[src/rtl/led_wall_pkg.sv]
// Shared types and helpers for the LED wall datapath (frame geometry, pixel layout, sequencer states).
// No logic here; latency and backpressure are properties of the modules that import it.
package led_wall_pkg;

  localparam int DEFAULT_BITS_PER_LED = 24;
  localparam int COLOR_BITS           = 8;

  // On-wire colour order is G, R, B, with the MSB sent first.
  typedef struct packed {
    logic [COLOR_BITS-1:0] g;
    logic [COLOR_BITS-1:0] r;
    logic [COLOR_BITS-1:0] b;
  } grb_pixel_t;

  typedef enum logic [1:0] {
    ST_IDLE,
    ST_SHIFT,
    ST_GAP
  } seq_state_t;

  function automatic int frame_bits(input int leds_per_strand, input int bits_per_led);
    return leds_per_strand * bits_per_led;
  endfunction

endpackage

[src/rtl/led_frame_buffer.sv]
// Double-buffered strand storage: back buffer written by upstream, front buffer read one bit-slice at a time.
// Writes land one cycle after the beat; swap copies back to front in one edge; the read mux is combinational.
module led_frame_buffer #(
  parameter int NUM_STRANDS = 8,
  parameter int FRAME_BITS  = 120,
  parameter int SW          = 3,
  parameter int IW          = 7
) (
  input  logic                   clk_in,
  input  logic                   ar,
  input  logic                   wr_en,
  input  logic [SW-1:0]          wr_strand,
  input  logic [FRAME_BITS-1:0]  wr_data,
  input  logic                   swap,
  input  logic [IW-1:0]          idx,
  output logic [NUM_STRANDS-1:0] slice_data
);

  logic [FRAME_BITS-1:0] front [NUM_STRANDS];
  logic [FRAME_BITS-1:0] back  [NUM_STRANDS];

  always_ff @(posedge clk_in) begin
    if (!ar) begin
      for (int s = 0; s < NUM_STRANDS; s++) begin
        front[s] <= '0;
        back[s]  <= '0;
      end
    end else begin
      // Out-of-range strand indices are dropped silently.
      if (wr_en && (int'(wr_strand) < NUM_STRANDS)) begin
        back[wr_strand] <= wr_data;
      end
      if (swap) begin
        for (int s = 0; s < NUM_STRANDS; s++) begin
          front[s] <= back[s];
        end
      end
    end
  end

  always_comb begin
    slice_data = '0;
    for (int s = 0; s < NUM_STRANDS; s++) begin
      slice_data[s] = front[s][idx];
    end
  end

endmodule

[src/rtl/led_frame_sequencer.sv]
// Frame scheduler: streams the front frame MSB-first one slice per accepted beat, then holds a reset gap.
// Commit-to-first-slice is 2 cycles from IDLE; slices hold while slice_ready=0; wr_ready drops while a commit waits.
module led_frame_sequencer
  import led_wall_pkg::*;
#(
  parameter int NUM_STRANDS      = 8,
  parameter int LEDS_PER_STRAND  = 5,
  parameter int BITS_PER_LED     = DEFAULT_BITS_PER_LED,
  parameter int RESET_GAP_CYCLES = 1000,
  localparam int FRAME_BITS = frame_bits(LEDS_PER_STRAND, BITS_PER_LED),
  localparam int SW = (NUM_STRANDS > 1) ? $clog2(NUM_STRANDS) : 1
) (
  input  logic                   clk_in,
  input  logic                   ar,
  input  logic                   enable,
  input  logic                   wr_valid,
  output logic                   wr_ready,
  input  logic [SW-1:0]          wr_strand,
  input  logic [FRAME_BITS-1:0]  wr_data,
  input  logic                   wr_last,
  output logic [NUM_STRANDS-1:0] slice_data,
  output logic                   slice_valid,
  input  logic                   slice_ready,
  output logic                   frame_start,
  output logic                   frame_done,
  output logic                   busy
);

  localparam int IW = (FRAME_BITS > 1) ? $clog2(FRAME_BITS) : 1;
  localparam int GW = (RESET_GAP_CYCLES > 1) ? $clog2(RESET_GAP_CYCLES) : 1;
  localparam logic [IW-1:0] IDX_MAX = IW'(FRAME_BITS - 1);
  localparam logic [GW-1:0] GAP_MAX = GW'(RESET_GAP_CYCLES - 1);

  seq_state_t    state, state_nxt;
  logic [IW-1:0] idx;
  logic [GW-1:0] gap_cnt;
  logic          pending;
  logic          swap;
  logic          wr_fire;

  assign wr_ready    = ~pending;
  assign wr_fire     = wr_valid & wr_ready;
  assign slice_valid = (state == ST_SHIFT);
  assign busy        = (state != ST_IDLE);

  led_frame_buffer #(
    .NUM_STRANDS (NUM_STRANDS),
    .FRAME_BITS  (FRAME_BITS),
    .SW          (SW),
    .IW          (IW)
  ) u_buf (
    .clk_in     (clk_in),
    .ar         (ar),
    .wr_en      (wr_fire),
    .wr_strand  (wr_strand),
    .wr_data    (wr_data),
    .swap       (swap),
    .idx        (idx),
    .slice_data (slice_data)
  );

  // A new frame is only swapped in on the edge that enters SHIFT.
  always_comb begin
    state_nxt = state;
    swap      = 1'b0;
    case (state)
      ST_IDLE: begin
        if (enable && pending) begin
          state_nxt = ST_SHIFT;
          swap      = 1'b1;
        end
      end
      ST_SHIFT: begin
        if (slice_ready && (idx == '0)) begin
          state_nxt = ST_GAP;
        end
      end
      ST_GAP: begin
        if (gap_cnt == '0) begin
          if (enable) begin
            state_nxt = ST_SHIFT;
            swap      = pending;
          end else begin
            state_nxt = ST_IDLE;
          end
        end
      end
      default: state_nxt = ST_IDLE;
    endcase
  end

  always_ff @(posedge clk_in) begin
    if (!ar) begin
      state       <= ST_IDLE;
      idx         <= IDX_MAX;
      gap_cnt     <= '0;
      pending     <= 1'b0;
      frame_start <= 1'b0;
      frame_done  <= 1'b0;
    end else begin
      state       <= state_nxt;
      frame_start <= (state != ST_SHIFT) && (state_nxt == ST_SHIFT);
      frame_done  <= (state == ST_SHIFT) && (state_nxt == ST_GAP);

      if (swap) begin
        pending <= 1'b0;
      end else if (wr_fire && wr_last) begin
        pending <= 1'b1;
      end

      if ((state == ST_SHIFT) && slice_ready) begin
        if (idx == '0) begin
          idx     <= IDX_MAX;
          gap_cnt <= GAP_MAX;
        end else begin
          idx <= idx - 1'b1;
        end
      end else if ((state == ST_GAP) && (gap_cnt != '0)) begin
        gap_cnt <= gap_cnt - 1'b1;
      end
    end
  end

endmodule

[config.mk]
export PLATFORM = sky130hd
export DESIGN_NAME = led_frame_sequencer
export DESIGN_NICKNAME = d
export VERILOG_FILES = /design/src/rtl/led_wall_pkg.sv /design/src/rtl/led_frame_buffer.sv /design/src/rtl/led_frame_sequencer.sv
export SDC_FILE = /design/constraint.sdc
export NUM_CORES = 2
export LEC_CHECK = 0
export ABC_AREA = 0
export BUFFER_PORTS_ARGS = -buffer_cell sky130_fd_sc_hd__buf_4
export CAP_MARGIN = 5
export CORE_UTILIZATION = 43
export CTS_CLUSTER_DIAMETER = 100
export CTS_CLUSTER_SIZE = 30
export DETAILED_ROUTE_END_ITERATION = 10
export GPL_TIMING_DRIVEN = 0
export PLACE_DENSITY = 0.67
export SYNTH_ARGS = -nofsm -noshare
export SYNTH_HDL_FRONTEND = slang
export SYNTH_SLANG_ARGS = --single-unit
[constraint.sdc]
create_clock -name clk_in -period 146.4 [get_ports clk_in]
set_clock_uncertainty 0.05 [all_clocks]
set_input_delay 14.64 -clock clk_in [delete_from_list [all_inputs] [get_ports clk_in]]
set_output_delay 14.64 -clock clk_in [all_outputs]
set_load 0.02 [all_outputs]
==> flow_metrics.tcl <==
set metrics [dict create \
    num_rows 157 \
    dr.first_iter.drc_count 5110 \
    grt_pass1_vias 39687 \
    yosys.cell_types.count 58 \
    fmax_ghz 0.04743 \
    worstSetupEndpoint "slice_data[0]" \
    grt_pass1_wl_um 294100 \
    arrival_ps 6390 \
    final-setup-viol-count 0 \
    path_class "flip-flop to output port" \
    grt-ovfl-total 0 \
    synth_edf_count 1920 \
    avgSynthCellArea_um2 16.18 \
    synth_seq_cells 1942 \
    path_depth 12 \
    path_cells "buf_4, buf_4, buf_2, nor2_1, buf_2, nand2_1, a41oi_1, o311ai_2, buf_4, nor3_1, nor3_1, buf_4" \
    hold_buffers 0 \
    netSwitchingPower_mw 0.2118 \
    portBuffers 141 \
    synth_most_common_cell "and2_1" \
    seq_area_frac_synth 0.7274 \
    drv_cap 0 \
    vias 41325 \
    netlist_area_mm2 0.07986 \
    maxSlewHeadroom -0.05981 \
    yosysWarnings 0 \
    regToRegSetupSlack_ps 141660 \
    cts_resized 0 \
    die_area_mm2 0.1875 \
    r2r-start "gap_cnt[2]$_SDFFE_PN0P_" \
    fin_crit_ps 21080 \
    worst_pin_slew_ps 1590 \
    syn-num-nets 5068 \
    yosysTopAreaCell "edfxtp_1" \
    slowest_stage "nor2_1" \
    drcViolationCount 0 \
    tns_ps 0 \
    crit_family "simple AND/OR/NAND/NOR gates" \
    antenna_found_initial 22 \
    post_cts_buffers 0 \
    period_share 0.1440 \
    htreeDepth 3 \
    crit_buf_inv 6 \
    critPathMaxStageDelay_ps 1070 \
    rsz0062_at_grt "no" \
    power.share.sequential 0.660 \
    chipHeight_um 433.0 \
    die_x_um 433.0 \
    reg2reg_to "u_buf.front[0][64]$_SDFFCE_PN0P_" \
    gr-usage-all-layers 0.2263 \
    violations "max-slew violations" \
    crit_required_ps 131710 \
    clkPwrFrac 0.274 \
    via_per_inst 5.326 \
    postSynthCellCount 4936 \
    p_leak_nw 32.63 \
    path_clk_slew_ps 120 \
    power_density_mw_per_mm2 11.05 \
    synth_async_sr_flop_share 0 \
    p_comb_frac 0.066 \
    crit_path_frequent_cell "buf_4" \
    p_int_mw 0.7623 \
    critPathLaunchType "flip-flop" \
    synth_top_area_share 0.7219 \
    p_sw_frac 0.2174 \
    routed_wl_um 212000 \
    hpwlAfterDp_um 151600 \
    grt_max_degree 57 \
    rr_worst_depth 15 \
    clock-sinks 1942 \
    drv_slew 1 \
    synth_ff_type "edfxtp_1" \
    dr.pass1.iters 5 \
    initial_core_util 0.4344 \
    antenna_left 0 \
    numCtsBuffers 75 \
    hold_viol 0 \
    core-area_mm2 0.1839 \
    crit_path_max_fanout 10 \
    total_power_mw 0.9741 \
    cts_tree "yes" \
    synthTopCellsByCount "1924 x and2_1, 1920 x edfxtp_1, 200 x mux4_2" \
    root_buffer "clkbuf_16" \
    critPathCaptureType "output port" \
    fillers 15449 \
    vdd_drop_max_mv 0.008774 \
    cts_buffer_depth 3 \
    area_delta_synth_final_pct 10.34 \
    drive_gt1_frac 0.1324 \
    hp-class "flip-flop to flip-flop" \
    wl_per_cell_um 27.33 \
    synthTopCellsByArea "edfxtp_1 72%, and2_1 15%, mux4_2 5.6%" \
    startpoint "idx[0]$_SDFFE_PN1P_" \
    nets 5367 \
    io_pins 142 \
    insertion_delay_ps 740 \
    outcome "finished with violations" \
    gp_congestion 1.016 \
]
==> final cells by class <==
class	instances	area, µm²	area share
Multi-Input combinational cell	2677	20410	0.2316
Clock inverter	4	56.30	0.0006389
Sequential cell	1942	58100	0.6593
Tap cell	2464	3083	0.03499
Inverter	12	45.04	0.0005112
Timing Repair Buffer	222	2823	0.03203
Clock buffer	117	2120	0.02405
Antenna cell	16	40.04	0.0004544
Buffer	305	1453	0.01648
==> worst min path at each step <==
stage | start | to | slack [ps] | cells after the start
2_1_floorplan | pending$_SDFFE_PP0P_ | pending$_SDFFE_PP0P_ | 410 | 2
3_3_place_gp | gap_cnt[4]$_SDFFE_PN0P_ | gap_cnt[4]$_SDFFE_PN0P_ | 430 | 2
3_5_place_dp | gap_cnt[4]$_SDFFE_PN0P_ | gap_cnt[4]$_SDFFE_PN0P_ | 440 | 2
4_1_cts | u_buf.back[2][41]$_SDFFCE_PN0P_ | u_buf.front[1][41]$_SDFFCE_PN0P_ | 450 | 1
5_1_grt | u_buf.back[0][63]$_SDFFCE_PN0P_ | u_buf.front[0][63]$_SDFFCE_PN0P_ | 470 | 1
6_report | u_buf.back[2][51]$_SDFFCE_PN0P_ | u_buf.front[1][51]$_SDFFCE_PN0P_ | 460 | 1
==> cell families after synthesis <==
group,after synthesis,share of synthesized area
AND/OR/NAND/NOR,2179,0.1656
flip-flops,1942,0.7274
multiplexers,335,0.07363
buffers and inverters,317,0.01860
AO/OA/AOI/OAI,148,0.01299
XOR/XNOR,12,0.001316
adder cells (fa/ha/maj),3,0.0004701
==> state kept, by name, summed over array words and instances, names as in the netlist <==
signal / count
u_buf.front: 960
u_buf.back: 960
frame_done: 1
state: 2
frame_start: 1
pending: 1
gap_cnt: 10
idx: 7
==> cells in the final DEF, fill, tap and decap left out, drive strengths merged, types with 3 or more instances in the layout <==
cell,netlist,final
and2,1924,1924
edfxtp,1920,1920
clkbuf,229,346
buf,76,298
mux4,200,200
nand2,130,130
mux2i,115,115
nor2,36,36
a21oi,28,28
a22oi,26,26
dfxtp,22,22
and3,20,20
mux2,20,20
diode,0,16
o22ai,15,15
inv,12,15
nand3,14,14
nor3,13,13
a41oi,12,12
nand2b,12,12
o21ai,12,12
nor2b,11,11
a211oi,11,11
o311ai,10,10
a31oi,6,6
xnor2,6,6
xor2,6,6
or2,4,4
a221oi,4,4
a21o,4,4
nor4,4,4
nand4,3,3
a311oi,3,3
o211ai,3,3
o31ai,3,3
ha,3,3
==> power groups by stage <==
stage | combinational (mW) | sequential [mW] | clock (mW)
4_1_cts | 0.0640 | 0.643 | 0.271
2_1_floorplan | 0.0305 | 0.705 | 0
5_1_grt | 0.0669 | 0.646 | 0.286
3_5_place_dp | 0.0639 | 0.656 | 0
3_3_place_gp | 0.0561 | 0.729 | 0
6_report | 0.0638 | 0.643 | 0.267
==> metrics by stage <==
step,setup slack [ps],cell area (µm²),utilization,hold slack [ps],cells
after floorplan,61070,79860,-,408.3,4936
after global placement,33940,84000,0.4569,426.4,7541
after detailed placement,126370,85880,0.4671,444.1,7621
after CTS,125530,88050,0.4789,452.0,7742
after global routing,125510,88110,0.4792,466.7,7753
final,125320,88120,0.4793,455.3,7759
==> routing by layer <==
metal  vias up  routed length, µm  global-route usage
met4         4              10930              0.1113
met1     21134              83860              0.2998
met2      1605             100000              0.3625
met5         -                 26                   0
li1      18283                  -                   -
met3       299              17180             0.03738
Power figures use the tool's default switching activity.
